[src/rtl/date_counter.sv]
// Calendar day/month counter: midnight advance, time-zone day shifts, keypad edits
// and year carry/borrow pulses. Optional hold-to-repeat keys: `define KEY_REPEAT_EN.
module date_counter #(
  parameter int REPEAT_DELAY  = 25000000,
  parameter int REPEAT_PERIOD = 5000000
) (
  input  logic       clk,
  input  logic       reset,
  input  logic       ClkDay,
  input  logic       ClkLeap,
  input  logic       DayOverPlus,
  input  logic       DayOverMinus,
  input  logic       KeyPlus,
  input  logic       KeyMinus,
  input  logic       EditMode,
  input  logic [1:0] screen,
  input  logic [2:0] EditPos,
  output logic [4:0] days,
  output logic [3:0] months,
  output logic       ClkYear,
  output logic       YearOverPlus,
  output logic       YearOverMinus
);

  typedef enum logic [2:0] {
    REQ_NONE, REQ_ADV, REQ_FWD, REQ_BACK, REQ_EPLUS, REQ_EMINUS
  } req_t;

  typedef struct packed {
    logic [4:0] d;
    logic [3:0] m;
    logic       yp;
    logic       ym;
  } res_t;

  function automatic logic [4:0] maxday(input logic [3:0] m, input logic leap);
    case (m)
      4'd4, 4'd6, 4'd9, 4'd11: maxday = 5'd30;
      4'd2:                    maxday = leap ? 5'd29 : 5'd28;
      default:                 maxday = 5'd31;
    endcase
  endfunction

  // One date operation; yp/ym flag a Dec->Jan or Jan->Dec crossing.
  function automatic res_t do_step(input req_t k, input logic [1:0] pos,
                                   input logic [4:0] d, input logic [3:0] m,
                                   input logic leap);
    res_t r;
    int   v, s, mx;
    r.d  = d;
    r.m  = m;
    r.yp = 1'b0;
    r.ym = 1'b0;
    case (k)
      REQ_ADV, REQ_FWD: begin
        if (d < maxday(m, leap)) r.d = d + 5'd1;
        else begin
          r.d = 5'd1;
          if (m == 4'd12) begin
            r.m  = 4'd1;
            r.yp = 1'b1;
          end else r.m = m + 4'd1;
        end
      end
      REQ_BACK: begin
        if (d > 5'd1) r.d = d - 5'd1;
        else begin
          if (m == 4'd1) begin
            r.m  = 4'd12;
            r.ym = 1'b1;
          end else r.m = m - 4'd1;
          r.d = maxday(r.m, leap);
        end
      end
      REQ_EPLUS, REQ_EMINUS: begin
        // pos[1] selects month field, pos[0] selects units (step 1) vs tens (step 10)
        s = pos[0] ? 1 : 10;
        if (pos[1]) begin
          v  = {28'd0, m};
          mx = 12;
        end else begin
          v  = {27'd0, d};
          mx = {27'd0, maxday(m, leap)};
        end
        if (k == REQ_EPLUS) begin
          v = v + s;
          if (v > mx) v = v - mx;
        end else begin
          v = v - s;
          if (v < 1) v = v + mx;
        end
        if (pos[1]) r.m = 4'(v);
        else        r.d = 5'(v);
      end
      default: ;
    endcase
    return r;
  endfunction

  req_t       r_pend, w_pend_n, w_req, w_app;
  logic [1:0] r_pos, w_pos_n, w_pos, w_app_pos;
  logic [4:0] r_days, w_days_n, w_max_n;
  logic [3:0] r_months;
  logic       r_clkyear, r_yop, r_yom;
  logic       w_edit_ok, w_key_req, w_fire, w_rep_sup;
  res_t       w_res;

  assign w_edit_ok = EditMode && (screen == 2'd1) && !EditPos[2];
  assign w_key_req = (w_req == REQ_EPLUS) || (w_req == REQ_EMINUS);

  always_comb begin
    w_req = REQ_NONE;
    w_pos = EditPos[1:0];
    if (ClkDay && !EditMode)                 w_req = REQ_ADV;
    else if (DayOverPlus && EditMode)        w_req = REQ_FWD;
    else if (DayOverMinus && EditMode)       w_req = REQ_BACK;
    else if (w_edit_ok && !KeyPlus)          w_req = REQ_EPLUS;
    else if (w_edit_ok && !KeyMinus)         w_req = REQ_EMINUS;
  end

`ifdef KEY_REPEAT_EN
  logic [31:0] r_hold;
  logic        r_rep;

  // After the first auto step the counter re-arms with the shorter period.
  assign w_fire    = w_key_req &&
                     (r_hold == (r_rep ? 32'(REPEAT_PERIOD - 1) : 32'(REPEAT_DELAY - 1)));
  assign w_rep_sup = r_rep;

  always_ff @(posedge clk) begin
    if (reset || !w_key_req) begin
      r_hold <= '0;
      r_rep  <= 1'b0;
    end else if (w_fire) begin
      r_hold <= '0;
      r_rep  <= 1'b1;
    end else begin
      r_hold <= r_hold + 32'd1;
    end
  end
`else
  assign w_fire    = 1'b0;
  assign w_rep_sup = 1'b0;
`endif

  always_comb begin
    w_pend_n  = r_pend;
    w_pos_n   = r_pos;
    w_app     = REQ_NONE;
    w_app_pos = r_pos;
    if (w_req != REQ_NONE) begin
      w_pend_n = w_req;
      w_pos_n  = w_pos;
      if (w_key_req && w_fire) begin
        w_app     = w_req;
        w_app_pos = w_pos;
      end
    end else begin
      w_pend_n = REQ_NONE;
      // a release after auto-repeat steps adds nothing
      if (!w_rep_sup) w_app = r_pend;
    end
    w_res    = do_step(w_app, w_app_pos, r_days, r_months, ClkLeap);
    w_max_n  = maxday(w_res.m, ClkLeap);
    w_days_n = (w_res.d > w_max_n) ? w_max_n : w_res.d;
  end

  always_ff @(posedge clk) begin
    if (reset) begin
      r_pend    <= REQ_NONE;
      r_pos     <= 2'd0;
      r_days    <= 5'd1;
      r_months  <= 4'd1;
      r_clkyear <= 1'b0;
      r_yop     <= 1'b0;
      r_yom     <= 1'b0;
    end else begin
      r_pend    <= w_pend_n;
      r_pos     <= w_pos_n;
      r_days    <= w_days_n;
      r_months  <= w_res.m;
      r_clkyear <= w_res.yp && (w_app == REQ_ADV);
      r_yop     <= w_res.yp && (w_app == REQ_FWD);
      r_yom     <= w_res.ym;
    end
  end

  assign days          = r_days;
  assign months        = r_months;
  assign ClkYear       = r_clkyear;
  assign YearOverPlus  = r_yop;
  assign YearOverMinus = r_yom;

endmodule

[config.mk]
export PLATFORM = sky130hd
export DESIGN_NAME = date_counter
export DESIGN_NICKNAME = d
export VERILOG_FILES = /design/src/rtl/date_counter.sv
export SDC_FILE = /design/constraint.sdc
export NUM_CORES = 1
export LEC_CHECK = 0
export BUFFER_PORTS_ARGS = -buffer_cell sky130_fd_sc_hd__buf_4
export CORE_AREA = 2 2 75 77
export CTS_CLUSTER_DIAMETER = 150
export CTS_CLUSTER_SIZE = 8
export DETAILED_ROUTE_END_ITERATION = 10
export DIE_AREA = 0 0 77 79
export PLACE_DENSITY = 0.66
export SLEW_MARGIN = 10
export SYNTH_ARGS = -nofsm -noshare
export SYNTH_HDL_FRONTEND = slang
export SYNTH_SLANG_ARGS = --single-unit
export TNS_END_PERCENT = 30
[constraint.sdc]
create_clock -name clk -period 6.6 [get_ports clk]
set_input_delay 0.99 -clock clk [delete_from_list [all_inputs] [get_ports clk]]
set_output_delay 0.99 -clock clk [all_outputs]
set_load 0.005 [all_outputs]
---- After elaboration in Yosys (flattened, before gate mapping) ----
Cells that the tools add are included.
operators by class
  equality and inequality tests ........... 23
  bitwise logic cells ..................... 2
  reduce and logical (&&, ||, !) cells .... 21
  order comparisons ....................... 5
  multiplexer cells ....................... 34
  $add $sub $neg .......................... 8
operator list
  operator             count
  $mux 32              2
  $mux 5               11
  $add 32x5->32        1
  $gt 32x32->1         1
  $lt 32x2->1 const B  1
  $sub 32x5->32        1
  $eq 4x4->1 const B   7
  $mux 4               7
  $pmux 9 s3           1
  $eq 4x3->1 const B   6
  $mux 3               6
  $eq 4x2->1 const B   3
  $pmux 2 s2           3
  $reduce_or 4->1      3
  $logic_and 1x1->1    9
  $eq 3x2->1 const B   2
  $eq 3x3->1 const B   2
  $reduce_or 2->1      3
  $add 5x1->5 const B  1
  $add 5x5->5          1
  $gt 5x1->1 const B   1
  $gt 5x5->1           1
  $lt 5x5->1           1
  $sub 5x1->5 const B  1
  11 further kinds     18
storage, ports and cells
  flip-flop bits (word level) ............. 17
  input port bits ......................... 14

---- Logic depth before layout (Yosys ltp) ----
Gate-level depths: netlist of the first run.
  depth in word-level cells ............... 25
  depth in mapped cells ................... 28

---- Worst setup path before layout of the first run ----
Ideal clock, no wire load.
  kind .................................... flip-flop to flip-flop
  start point ............................. register r_pos[1]
  end point ............................... register r_days[0], in the netlist days[0]
  cell stages (with the launch flop) ...... 25
  required time ........................... 6.478 ns
  path buffers ............................ 1
  period minus slack after synthesis ...... 5.691 ns
  data arrival time ....................... 5.569 ns
  path slack .............................. 0.909 ns
  path through ............................ dfxtp_1 clkbuf_1 inv_1 a21boi_0 inv_1 ha_1 o21bai_1 o21ai_0 nor2b_1 ha_1 nand2_1 nor4_1 a22o_1 a21oi_1 a211oi_1 a21oi_2 xnor2_1 o31a_1 or3_1 and2_1 ha_1 a2111oi_2 o21a_1 nor2_1 a311o_1
on the way
  word-level cells in the longest chain between the ends .. 13
  elaborated cells between the ends (all ways) .. 25
  classes of those cells .................. add/sub (4); order compare (3); eq/ne (5); mux (12); reduce/logical (1)
RTL lines
  element                                         RTL line  text
  start, declared                                 101       logic [1:0] r_pos, w_pos_n, w_pos, w_app_pos;
  start signal, assigned                          179       r_pos <= w_pos_n;
  $mux 5                                          78        if (pos[1]) begin
  $mux 32                                         54        case (k)
  $sub 32x5->32 or $add 32x5->32 (tied branches)  89, 86
  $lt 32x2->1 (tied with other cells)             90        if (v < 1) v = v + mx;
  $mux 5 (on tied branches)                       90, 87
  $mux 5                                          85        if (k == REQ_EPLUS) begin
  $mux 4                                          92        if (pos[1]) r.m = 4'(v);
  $pmux 9 s3 (*)                                  54
  $eq 4x3->1 or $eq 4x4->1 (tied branches)        37        case (m)
  $reduce_or 4->1                                 37
  $pmux 2 s2                                      37
  $gt 5x5->1                                      165       w_days_n = (w_res.d > w_max_n) ? w_max_n : w_res.d;
  $mux 5 (*)                                      165
  end signal, assigned                            180       r_days <= w_days_n;
  end, declared                                   102       logic [4:0] r_days, w_days_n, w_max_n;
Every way passes the cells marked *; elsewhere a longest branch is shown, timed or not. The select of a mux whose other input is x is not followed.
A chain may end at the register's enable or synchronous reset.

---- Worst setup path in the final report of the first run ----
Ends and elaborated chain as after synthesis.

==> results of run 1 <==
cell usage in the layout (no fill, tap or decap), drive strengths merged, types with 5 or more instances in the layout:
| cell | n |
|---|---|
| a211oi | 12 |
| a21oi | 25 |
| buf | 30 |
| dfxtp | 17 |
| ha | 25 |
| inv | 26 |
| mux2i | 7 |
| nand2 | 33 |
| nand3 | 9 |
| nor2 | 37 |
| nor2b | 7 |
| nor3 | 15 |
| nor4 | 5 |
| o21ai | 18 |
| or2 | 7 |
| or3 | 6 |
| xnor2 | 7 |
critical path: cells and delay by family, from the launching register on:
| kind | cells | cell delay, ps |
|---|---|---|
| AOI/OAI and AO/OA | 7 | 1960 |
| adders and majority gates | 4 | 1430 |
| and+or+nand+nor | 6 | 1190 |
| muxes | 3 | 670 |
| buffers and inverters | 3 | 350 |
| DFF | 1 | 340 |
worst paths after layout:
check | from | endpoint | slack, ps | cells past startpoint
setup / recovery | r_pos[1]$_SDFFE_PP0P_ | days[0]$_SDFF_PP1_ | 540 | 23
hold / removal | r_pos[1]$_SDFFE_PP0P_ | r_pos[1]$_SDFFE_PP0P_ | 490 | 2
setup reg to reg | r_pos[1]$_SDFFE_PP0P_ | days[0]$_SDFF_PP1_ | 540 | 23
hold reg to reg | r_pos[1]$_SDFFE_PP0P_ | r_pos[1]$_SDFFE_PP0P_ | 490 | 2
synth_stat cells, types with 5 or more instances:
master / count
sky130_fd_sc_hd__mux2i_1: 5
sky130_fd_sc_hd__nor4_1: 5
sky130_fd_sc_hd__or3_1: 6
sky130_fd_sc_hd__nor2b_1: 7
sky130_fd_sc_hd__xnor2_1: 7
sky130_fd_sc_hd__buf_2: 5
sky130_fd_sc_hd__nand2_1: 33
sky130_fd_sc_hd__a21oi_1: 24
sky130_fd_sc_hd__nor3_1: 14
sky130_fd_sc_hd__clkbuf_1: 12
sky130_fd_sc_hd__dfxtp_1: 17
sky130_fd_sc_hd__nand3_1: 8
sky130_fd_sc_hd__nor2_1: 37
sky130_fd_sc_hd__o21ai_0: 18
sky130_fd_sc_hd__a211oi_1: 12
sky130_fd_sc_hd__inv_1: 26
sky130_fd_sc_hd__or2_2: 6
sky130_fd_sc_hd__ha_1: 25
per-layer routing:
| metal | up-vias | part of all wire (%) |
|---|---|---|
| met5 | - | 0 |
| met4 | 0 | 1.8 |
| met3 | 12 | 7.0 |
| met2 | 132 | 48 |
| met1 | 1251 | 43 |
| li1 | 1322 | - |
state kept, by name, summed over array words and instances (netlist names):
name / count
days: 5
months: 4
r_pend: 3
r_pos: 2
ClkYear: 1
YearOverMinus: 1
YearOverPlus: 1
cell families after synthesis:
logic type	Yosys count	synth area share (%)
buffers and inverters	44	7.02
AO/OA/AOI/OAI	102	27.9
adder cells (fa/ha/maj)	28	14.6
multiplexers	10	4.86
flip-flops	17	13.3
AND/OR/NAND/NOR	142	29.2
XOR/XNOR	9	3.09
per-stage QoR:
stage / instance area, um^2 / std cells / utilization (%) / hold slack, ps
detailed placement: 2780 / 436 / 52.2 / 477
floorplan: 2550 / 352 / - / 547
finish: 2830 / 440 / 53.0 / 493
global route: 2830 / 440 / 53.0 / 500
CTS: 2830 / 440 / 53.0 / 490
global placement: 2780 / 436 / 52.2 / 477
power groups by stage:
stage | logic [W] | registers (W) | clock network, W
floorplan | 0.000140 | 0.000114 | 0
detailed placement | 0.000189 | 0.000118 | 0
global placement | 0.000188 | 0.000118 | 0
CTS | 0.000190 | 0.000115 | 0.0000830
global route | 0.000213 | 0.000116 | 0.0000880
finish | 0.000193 | 0.000116 | 0.0000818
cell type report:
class	count	area, um^2
inverter	26	97.6
multi-input combinational	291	2030
timing repair buffer	30	225
tap	72	90.1
fill	558	2510
clock buffer	3	41.3
sequential	17	340
clock inverter	1	5.00
==> results, run 1 <==
- Buffers added to address setup during post-CTS repair amount to 0.
- The leading register cell type out of synthesis is sky130_fd_sc_hd__dfxtp_1.
- The DRC violation total after the first TritonRoute iteration is 246.
- TritonCTS built the clock tree.
- The slew at the pin closest to its max-slew limit is around 640 ps.
- The level count of the clock H-tree is 1.
- The net switching fraction of the power is 42.3%.
- The largest buffer count on any clock path is 2.
- The number of slew-limit violations in the final report is 0.
- Of the synthesized area, sequential elements account for 13.3%.
- The worst slew slack as a fraction of its limit is 57.3%.
- The most heavily used metal layer in global routing is met2.
- The relative contribution of the clock network to total power is 21.0%.
- For the worst setup path, the data arrival time is 6200 ps.
- The antenna diode count is 0.
- The final hold violation count came to 0.
- The analysis attributes to cell leakage a power of 1.14 nW.
- The clock net in this run drives a total of 17 sinks.
- In this run the remaining antenna-violating nets after routing total 0.
- The clock latency on the worst-skew pair is 260 ps.
- The post-synthesis cell type count is 69.
- The via count of the routed design is 2717.
- Setup repair after global routing left no endpoint under its margin.
- The synthesized design contains 17 register bits.
- The worst min-delay path category is reg -> reg.
- After detailed routing, the number of vias per cell comes to 6.18.
- Before CTS, the worst setup slack after placement is 489 ps.
- Entering global routing, the biggest net connects 17 pins.
- The via count of the first global-routing pass is around 2400.
- The critical-path cell with the highest stage delay is sky130_fd_sc_hd__fa_1.
- Relative to the synthesized area, the layout overhead comes to 11.0%.
- The critical path is of the reg -> reg type.
- Max-cap violations in this run came to 0.
- The top achievable clock speed is 0.165 GHz.
- In this run the tool buffered the top-level ports with 25 buffer cells.
- The die covers 0.00608 mm^2.
- Registers are responsible for 29.6% of the overall power.
- In the finished design, the share of the clock period the worst path needs comes to roughly nine tenths.
- In this design, the stage delay of the slowest critical-path cell is 480 ps.
- Global routing consumed, over all layers together, between 20% and 30% of the routing resources.
- The data required time of the worst path is 6750 ps.
- The synthesized instance count is 352.
- Of the total power, combinational logic draws between 40% and 50%.
- The net count after synthesis is 394.
- In the global route stage, met2 resource usage came out at 43.9%.
- The TritonCTS buffer count is 3.
- In this run the mean area of a mapped cell was 7.24 um^2.
- At the end of routability-driven placement, the weighted congestion stood at 0.975.
- The area inside the core boundary is 0.00534 mm^2.
- Traced cell by cell, the critical path runs through buf_4 > nand2_1 > a21boi_0 > inv_1 > ha_1 > inv_1 > fa_1 > fa_1 > or2_2 > mux2i_2 > a311o_2 > nand3_2 > mux2i_1 > mux2i_1 > o21ai_0 > a21oi_1 > or3_1 > and2_1 > ha_1 > a2111oi_2 > o21a_1 > nor2_1 > a311o_1.
- The number of placement rows is 27.
- For this run, the detailed router's first-pass iteration total came to 5.
- Power spread over the standard cell area amounts to 138 mW/mm^2.
- The first global-routing pass estimated 12200 um of wire.
- The number of antenna violations at the first check in global routing is 0.
- The net load switching power is 0.000165 W.
- For this run, design rule violations remaining after detail routing come to 0.
- The wire length after detailed routing is 7460 um.
- Counting flops with an async set or reset pin after synthesis yields a share of 0%.
- The global routing usage on met1 is 33.1%.
- The initial standard-cell utilization of the core is between 40% and 50%.
- The flow ran to the end, and the final reports show no timing, DRC or antenna violations.
- Across all setup checks in the final design, the least slack found is between 500 and 600 ps.
- The width of the die is between 70 and 80 um.
- The worst setup path is launched from a register.
- The number of instances resized during post-cts repair is 0.
- The total power draw is between 0.0003 and 0.0004 W.
- The total global routing overflow is 0.
- In the global route stage, met3 resource usage came out at ~1.6%.
- For this run, the number of Yosys warnings is 0.
- The I/O pin total is 26.
- In this run the biggest area consumer among cell types represents about an eighth of the synthesized area.
- The internal power is 0.000225 W.
- The worst setup path is captured at a register.
- The number of hold buffers added after cts is 0.
- VDD sags by at most 0.000136 V.
- The most area-hungry cell type in the Yosys netlist is sky130_fd_sc_hd__dfxtp_1.
- The tree is rooted in a sky130_fd_sc_hd__clkbuf_8.
- The register clock-pin slew on the reported worst setup and hold paths is 70 ps.
- The floorplan step set the die height to between 70 and 80 um.
- The post-route netlist has about 15% of its cells at a drive strength greater than 1.
- Setup violations remaining at the end of the flow were counted as 0.
- The per-cell routed wire length is ~17 um.
- Subtracting the final worst setup slack from the clock period gives 6060 ps.
- Clock skew on the completed layout was measured at between 3 and 4 ps.
- Summing every instance area after synthesis gives 0.00255 mm^2.
- The detailed placer's ending HPWL is 5840 um.
- After routing, the total negative slack on setup checks comes to 0 ps.
- The maximum fanout encountered on the critical timing path is 13.
- In the post-synthesis netlist, the biggest area contributors are sky130_fd_sc_hd__dfxtp_1, sky130_fd_sc_hd__ha_1, sky130_fd_sc_hd__nor2_1.
- The net count of the finished layout is around 400.
- The synthesized design contains 0 enable-type register cells.
Note: power is estimated with default switching activity, not from simulation.
==> run 2, diff against run 1 <==
--- a/config.mk
+++ b/config.mk
@@ -6,10 +6,11 @@
 export NUM_CORES = 1
 export LEC_CHECK = 0
+export ABC_AREA = 1
 export BUFFER_PORTS_ARGS = -buffer_cell sky130_fd_sc_hd__buf_4
-export CORE_AREA = 2 2 75 77
+export CORE_AREA = 2 2 74 76
 export CTS_CLUSTER_DIAMETER = 150
 export CTS_CLUSTER_SIZE = 8
 export DETAILED_ROUTE_END_ITERATION = 10
-export DIE_AREA = 0 0 77 79
+export DIE_AREA = 0 0 76 78
 export PLACE_DENSITY = 0.66
 export SLEW_MARGIN = 10
==> constraint.sdc (replaced) <==
create_clock -name clk -period 6.6 [get_ports clk]
set_input_delay 0.99 -clock clk [delete_from_list [all_inputs] [get_ports clk]]
set_output_delay 0.99 -clock clk [all_outputs]
set_load 0.01 [all_outputs]
==> run 2 against run 1 <==
  * Clock skew is 4.3 ps higher
  * Largest power group unchanged
  * Clock power is 8.2% higher
  * Critical endpoint unchanged
  * Highest routed layer unchanged
  * Worst setup slack better by 1200 ps
  * Final cell count is 14% higher
  * Synthesized cell count is 16% higher
==> results, run 2 <==
- The final hold violation count is 0.
- The register clock-pin slew on the reported worst setup and hold paths is 90 ps.
- Adding up every negative setup slack in the final design gives 0 ps.
- The most heavily used metal layer in global routing is met2.
- The clock passes through at most 2 buffers.
- The combined global-route utilization of all metal layers is approximately a quarter.
- The number of failing setup endpoints in the final timing report is 0.
- In this run the count of I/O pins placed on the die edge is 26.
- Counting I/O delays and the setup requirement, the final critical path takes between 4000 and 5000 ps.
- The count of buffers from port buffering is 25.
- In this run the post-CTS setup repair buffer count came out at 0.
- Setup slack on the worst reg-to-reg path comes out at ~1800 ps.
- The sort of element at the end of the critical path is a register.
- The number of antenna violations at the first check in global routing is 0.
- Dividing the detail-routed via count by the number of cells gives 5.31.
- The maximum vdd drop is around 0.00017 V.
- The most used flip-flop cell after synthesis is sky130_fd_sc_hd__dfxtp_1.
- The DRC violation total after the first TritonRoute iteration is 243.
- At the end of routability-driven placement, the weighted congestion stood at just under 0.9.
- The worst slew slack as a fraction of its limit is 65.7%.
- The first TritonRoute pass finished after 5 iterations.
- Once detail routing completed, the nets flagged for antenna violations numbered 0.
- The clock net in this run drives a total of 17 sinks.
- Once the floorplan was initialized, standard cells occupied 49.9% of the core.
- The first-pass GRT wire length is 11700 um.
- The maximum fanout encountered on the critical timing path is 8.
- A synthesized cell averages ~6.2 um^2.
- In this run the standard cell core region covers 0.00504 mm^2.
- The portion of the clock cycle consumed by the worst path in the final layout is around 73%.
- The post-synth design cell area is about 0.0025 mm^2.
- The instance count after placement with tap cells included is 498.
- Once routing completed, OpenROAD measured the worst setup slack at roughly 1800 ps.
- After global routing the overflow that remains totals 0.
- Detailed placement ended at an HPWL of 5400 um.
- The via count of the routed design is 2666.
- The count of yosys warnings during synthesis is 0.
- The leading cell type in the layout, fill and taps excluded is sky130_fd_sc_hd__nand2_1.
- The worst setup path is launched from a register.
- The data required time of the worst path is 6760 ps.
- The commonest cells after synthesis are sky130_fd_sc_hd__nand2_1, sky130_fd_sc_hd__inv_1, sky130_fd_sc_hd__nor2_1.
- In this run the number of H-tree levels came out at 1.
- The number of enable flip-flop cells after synthesis is 0.
- Sequential elements use 13.5% of the synthesized area.
- The die is roughly 80 um tall.
- The clock latency on the worst-skew pair is around 270 ps.
- After synthesis the netlist holds a flip-flop and latch count of 17.
- The flip-flop count of the largest register, all copies and words added is 5.
- In this design, the largest share of critical-path delay is due to simple AND/OR/NAND/NOR gates.
- The CTS tree is done.
- The count of fill cells added during filler insertion is 511.
- In the layout the commonest cells are sky130_fd_sc_hd__nand2_1, sky130_fd_sc_hd__inv_1, sky130_fd_sc_hd__nor2_1.
- The die footprint is 0.00593 mm^2.
- The max-cap check violation count is 0.
- The number of placement rows is 26.
- The most area-hungry cell type in the Yosys netlist is sky130_fd_sc_hd__dfxtp_1.
- The worst path arrival time is approximately 5000 ps.
- The largest net degree at the start of global routing is 15.
- The finished layout holds around 500 standard cells, fillers aside.
- Yosys instantiated no cell more often than sky130_fd_sc_hd__nand2_1.
- The global routing usage on met1 is 31.3%.
- The repair_antennas step left the layout with diodes totalling 0.
- In the final routed layout, each cell accounts on average for 13.1 um.
- The layout-stage area growth over the synthesis result is 11.9%.
- The fraction of layout instances using a drive strength above 1 is 16.9%.
- In this run, post-CTS repair resized a total of 0 instances.
- Counting the buffers created by CTS gives 3.
- Between clock sinks in the finished design, the worst skew comes to 7.91 ps.
- The flow ran to the end, and the final reports show no timing, DRC or antenna violations.
- The number of buffers and inverters on the critical path is 7.
- The critical-path cell with the highest stage delay is sky130_fd_sc_hd__dfxtp_1.
- For this run, design rule violations remaining after detail routing come to 0.
- In this run the static leakage power is 1.42 nW.
- Final hold analysis gives a worst-case slack of 603 ps.
- For met3 alone, demand over resource in global routing was 4.65%.
- The routed design has 6580 um of wire.
- In the post-synthesis netlist, the biggest area contributors are sky130_fd_sc_hd__dfxtp_1, sky130_fd_sc_hd__nand2_1, sky130_fd_sc_hd__ha_1.
- The net count after synthesis is 450.
- The net count of the finished layout is 475.
- The worst min-delay path category is reg -> reg.
- Global routing consumed, on the met2 layer, between 30% and 40% of the routing resources.
- The delay contributed by the slowest stage of the critical path is about 470 ps.
- Setup repair after global routing left no endpoint under its margin.
- The critical path class is reg -> reg.
- In this run, post-CTS hold repair placed 0 buffers.
- The number of slew-limit violations in the final report came to 0.
- Synthesis produced a netlist whose cell count is 408.
- Summed over its instances, the top area cell type makes up 13.5% of the synthesized netlist area.
- OpenSTA, run right after detailed placement, puts the worst setup slack at ~1800 ps.
- For the pin with the worst max-slew slack, the measured transition is 511 ps.
- For this design the ratio of total power to cell area is between 100 and 150 mW/mm^2.
- The netlist uses 37 different library cells.
- The top achievable clock speed is 0.206 GHz.
- Clock tree synthesis selected as its root buffer the cell sky130_fd_sc_hd__clkbuf_8.
- The via count of the first global-routing pass is 2582.
- The proportion of register bits with asynchronous set or reset after synthesis is 0%.
- The final core utilization is 55.8%.
- The most frequent cell on the critical path is sky130_fd_sc_hd__nand2_1.
- In this run the horizontal extent of the chip is approximately 76 um.
==> run 2: changes by cell type in the layout (fill, tap and decap cells not counted), sizes merged, moves of 6 or more <==
cell,previous run,this run
nand2,33,102
inv,26,69
nand3,9,36
nor2,37,60
a211oi,12,2
nor3,15,5
nand4,2,11
mux2i,7,0
nor2b,7,0
o21ai,18,24
or2,7,1
or3,6,0
==> run 2: logic make-up (layout without fill, tap and decap cells) <==
logic type	after synthesis	count (layout)	synth area share [%]
simple gates	224	224	44.6
xor+xnor	11	11	3.83
fa+ha+maj	28	28	14.8
flops	17	17	13.5
buf+inv	74	98	11.3
compound gates	54	54	11.8
==> run 2: routing by layer <==
metal  vias to the layer above  wire (um)  part of all wire [%]
li1                       1360          -                     -
met1                      1183       3010                    46
met2                       107       2910                    44
met3                        16        496                   7.5
met4                         0        172                   2.6
met5                         -          0                     0
==> run 2: worst reg2reg max path: cells and delay by family (launching register included) <==
kind | cells | cell delay [ps]
AND/OR/NAND/NOR | 17 | 1760
AO/OA/AOI/OAI | 5 | 740
adder cells (fa/ha/maj) | 4 | 1110
flip-flops | 1 | 470
buffers and inverters | 7 | 560
XOR/XNOR | 1 | 120
==> run 2: report_power, final <==
group	internal, W	switching [W]	total [W]
Sequential	0.000107	0.0000116	0.000119
Clock	0.0000427	0.0000458	0.0000885
Combinational	0.0000777	0.000132	0.000209
==> run 2: worst paths after layout <==
| check | start | endpoint | cells after the start |
|---|---|---|---|
| hold / removal | r_pend[1]$_SDFF_PP0_ | YearOverPlus$_SDFF_PP0_ | 2 |
| setup reg to reg | months[0]$_SDFF_PP1_ | days[0]$_SDFF_PP1_ | 34 |
| setup / recovery | months[0]$_SDFF_PP1_ | days[0]$_SDFF_PP1_ | 34 |
| hold reg to reg | r_pend[1]$_SDFF_PP0_ | YearOverPlus$_SDFF_PP0_ | 2 |
==> run 2: through the flow <==
stage / total power (W) / area (um^2)
5_1_grt: 0.000454 / 2810
3_3_place_gp: 0.000326 / 2760
6_report: 0.000417 / 2810
3_5_place_dp: 0.000327 / 2760
2_1_floorplan: 0.000275 / 2510
4_1_cts: 0.000414 / 2810
==> run 2: final cells by class <==
cell class	instances	area, um^2	area share, %
clock inverters	1	7.51	0.267
multi-input cells	317	1890	67.2
inverters	69	259	9.21
flip-flops and latches	17	340	12.1
repair buffers	25	188	6.67
clock buffers	3	41.3	1.47
well taps	70	87.6	3.11
==> run 3, diff against run 2 <==
PLACE_DENSITY = 0.69   (was 0.66)
clock period = 4.17 ns   (was 6.6 ns; I/O delays follow)
==> run 3 against run 2 <==
  * The run now ends with negative setup slack left
  * First-iteration DRC count down 28%
  * Combinational power increased by 100%
  * Count of clock-buffer cells in the layout rose by 1
  * Wire length grew 9.5%
  * Final cell count is 6.2% higher
  * Via count is 5.3% higher
  * Global-route usage down 0.13 points
  * Largest cell class unchanged
==> results, run 3 (synthesis gave the netlist of run 2 again) <==
- The cell sitting at the root of the clock tree is a sky130_fd_sc_hd__clkbuf_8.
- The hold path startpoint is r_pend[0]$_SDFF_PP0_.
- Of the total power, the clock network draws 17.6%.
- The final hold violation count is 0.
- The setup slack after layout is -19.8 ps.
- The critical path starts at r_pos[1]$_SDFFE_PP0P_.
- The cell area reported after detailed placement is 0.00296 mm^2.
- The finished cells cover between 0.003 and 0.004 mm^2.
- The count of buffers from port buffering is 25.
- Headroom to the max-slew limit came out at roughly 65%.
- The wire-length estimate of the detail-placed layout is 5540 um.
- The worst min-delay path category is reg -> reg.
- The floorplan step set the die height to 78 um.
- In the final routed layout, each cell accounts on average for 13.5 um.
- The worst register-to-register path has a setup slack of -20 ps.
- The weighted congestion reported at the end of routability-driven placement is 0.932.
- In the final layout, the share of cells above drive strength 1 is 30.2%.
- The first-pass iteration count of the detailed router is 5.
- The first-pass GRT wire length is 11600 um.
- In the layout the commonest cells are sky130_fd_sc_hd__nand2_1, sky130_fd_sc_hd__inv_1, sky130_fd_sc_hd__buf_4.
- The internal power of the cells totals approximately 0.00041 W.
- The power density relative to cell area is ~230 mW/mm^2.
- The run finished, with violations left.
- Setup violations remaining at the end of the flow were counted as 2.
- The clock reaches the later pin of the worst-skew pair after ~260 ps.
- The max-cap check violation count is 0.
- The antenna diode count is 0.
- The portion of the clock cycle consumed by the worst path in the final layout is 100%.
- The delay contributed by the slowest stage of the critical path is a little under 400 ps.
- The part of the total power dissipated in sequential elements is 24.6%.
- The slew at the pin closest to its max-slew limit is 519 ps.
- The total negative slack for setup checks is -24.4 ps.
- The number of antenna violations at the first check in global routing was 0.
- Counting stages on the worst path, the most repeated cell is sky130_fd_sc_hd__nand2_2.
- At the worst endpoint, the required time is 4370 ps.
- For this run, the total global-route usage over all layers was measured as between 20% and 30%.
- The number of nets in the layout is 506.
- The register with the most flip-flops in the layout has 5 of them.
- Of all nets on the critical path, the largest fanout is 6.
- The relative contribution of combinational cells to total power is 57.8%.
- The width of the die is ~76 um.
- The number of slew-limit violations in the final report is 0.
- Clock tree synthesis inserted a total of 3 buffers.
- The critical-path cell with the highest stage delay is sky130_fd_sc_hd__fa_2.
- The routed layout has 2807 vias.
- The static power due to leakage is 1.60 nW.
- The floorplan has 26 rows.
- The startpoint identified for the worst register-to-register timing path is r_pos[1]$_SDFFE_PP0P_.
- TritonCTS built the clock tree.
- The final setup skew is 8.11 ps.
- The via count normalized by instance count is 5.27.
- The total global routing overflow is 0.
- The checks that failed: negative setup slack.
- The register clock-pin slew on the reported worst setup and hold paths is about 70 ps.
- The die covers 0.00593 mm^2.
- The sort of element at the end of the critical path is a register.
- STA classifies the critical path startpoint as a register.
- The leading cell type in the layout, fill and taps excluded is sky130_fd_sc_hd__nand2_1.
- Subtracting the final worst setup slack from the clock period gives 4190 ps.
- IR analysis of the VDD net gives a maximum drop of 0.000151 V.
- For this configuration, the core starts out at a cell density of around half.
- The layout-stage area growth over the synthesis result is 27.7%.
- The via count of the first global-routing pass came to 2503.
- The net switching fraction of the power is 44.0%.
- The detail route stage leaves a number of antenna-violating nets equal to 0.
- 26 I/O pins were placed.
- The worst hold-check slack is 588 ps.
- Setup repair after global routing could not meet its margin everywhere.
- Clock tree synthesis found a total of 17 sinks.
- The critical path is of the reg -> reg type.
- The level count of the clock H-tree is 1.
- The analysis attributes to net switching a power of 0.000320 W.
- After detailed routing, the number of remaining DRC violations is 0.
- Static timing analysis puts the maximum clock frequency at 0.239 GHz.
- The wire length after detailed routing is 7200 um.
- After floorplanning, the core was sized to cover 0.00504 mm^2.
- For the worst setup path, the data arrival time is 4390 ps.
- The DRC violation total after the first TritonRoute iteration is 176.
- Entering global routing, the biggest net connects 12 pins.
- The clock passes through at most 2 buffers.
[run 3: cell type report]
cell class	instances	area, um^2
multi-input cells	317	2050
fillers	464	1830
clock buffers	4	45.0
inverters	69	259
repair buffers	56	428
flip-flops and latches	17	345
well taps	70	87.6
[run 3: metal layers]
metal / track usage [%] / vias up / routed length (um)
li1: - / 1425 / -
met2: 39.2 / 102 / 3370
met1: 32.7 / 1260 / 3240
met4: 6.73 / 0 / 156
met3: 2.67 / 20 / 438
met5: 0 / - / 0
[run 3: worst max-delay path: cells and delay by family (launching register included)]
kind                     cells  cell delay [ps]
AND/OR/NAND/NOR             19             1840
adder cells (fa/ha/maj)      4             1170
buffers and inverters        6              300
AO/OA/AOI/OAI                4              360
flip-flops                   1              360
XOR/XNOR                     1               90
[run 3: repair_timing]
item | in CTS | in global routing
endpoints found under the setup margin | 2 | 2
buffers inserted | 1 | 4
pin swaps | 8 | 19
hold buffers | 0 | 0
gates resized for setup | 9 | 42
[run 3: path summary, 6_finish.rpt]
kind	to	cells after the start
worst max-delay path	days[1]$_SDFF_PP0_	34
worst min-delay path	ClkYear$_SDFF_PP0_	2
worst max register to register	days[1]$_SDFF_PP0_	34
worst min register to register	ClkYear$_SDFF_PP0_	2
[run 3: metrics by stage]
| stage | total power (W) | setup WS [ps] | utilization (%) | cells |
|---|---|---|---|---|
| floorplan | 0.000436 | 10.5 | - | 408 |
| global placement | 0.000540 | -201 | 58.7 | 524 |
| detailed placement | 0.000547 | -300 | 58.7 | 524 |
| CTS | 0.000683 | 2.16 | 60.2 | 529 |
| global route | 0.000782 | -306 | 63.7 | 533 |
| finish | 0.000728 | -19.8 | 63.7 | 533 |
[run 3: power by group through the flow]
stage                     logic (W)  registers (W)  clock network (W)
after floorplan            0.000251       0.000185                  0
after global placement     0.000359       0.000181                  0
after detailed placement   0.000366       0.000181                  0
after CTS                  0.000374       0.000178           0.000131
after global routing       0.000466       0.000180           0.000136
final                      0.000421       0.000179           0.000128
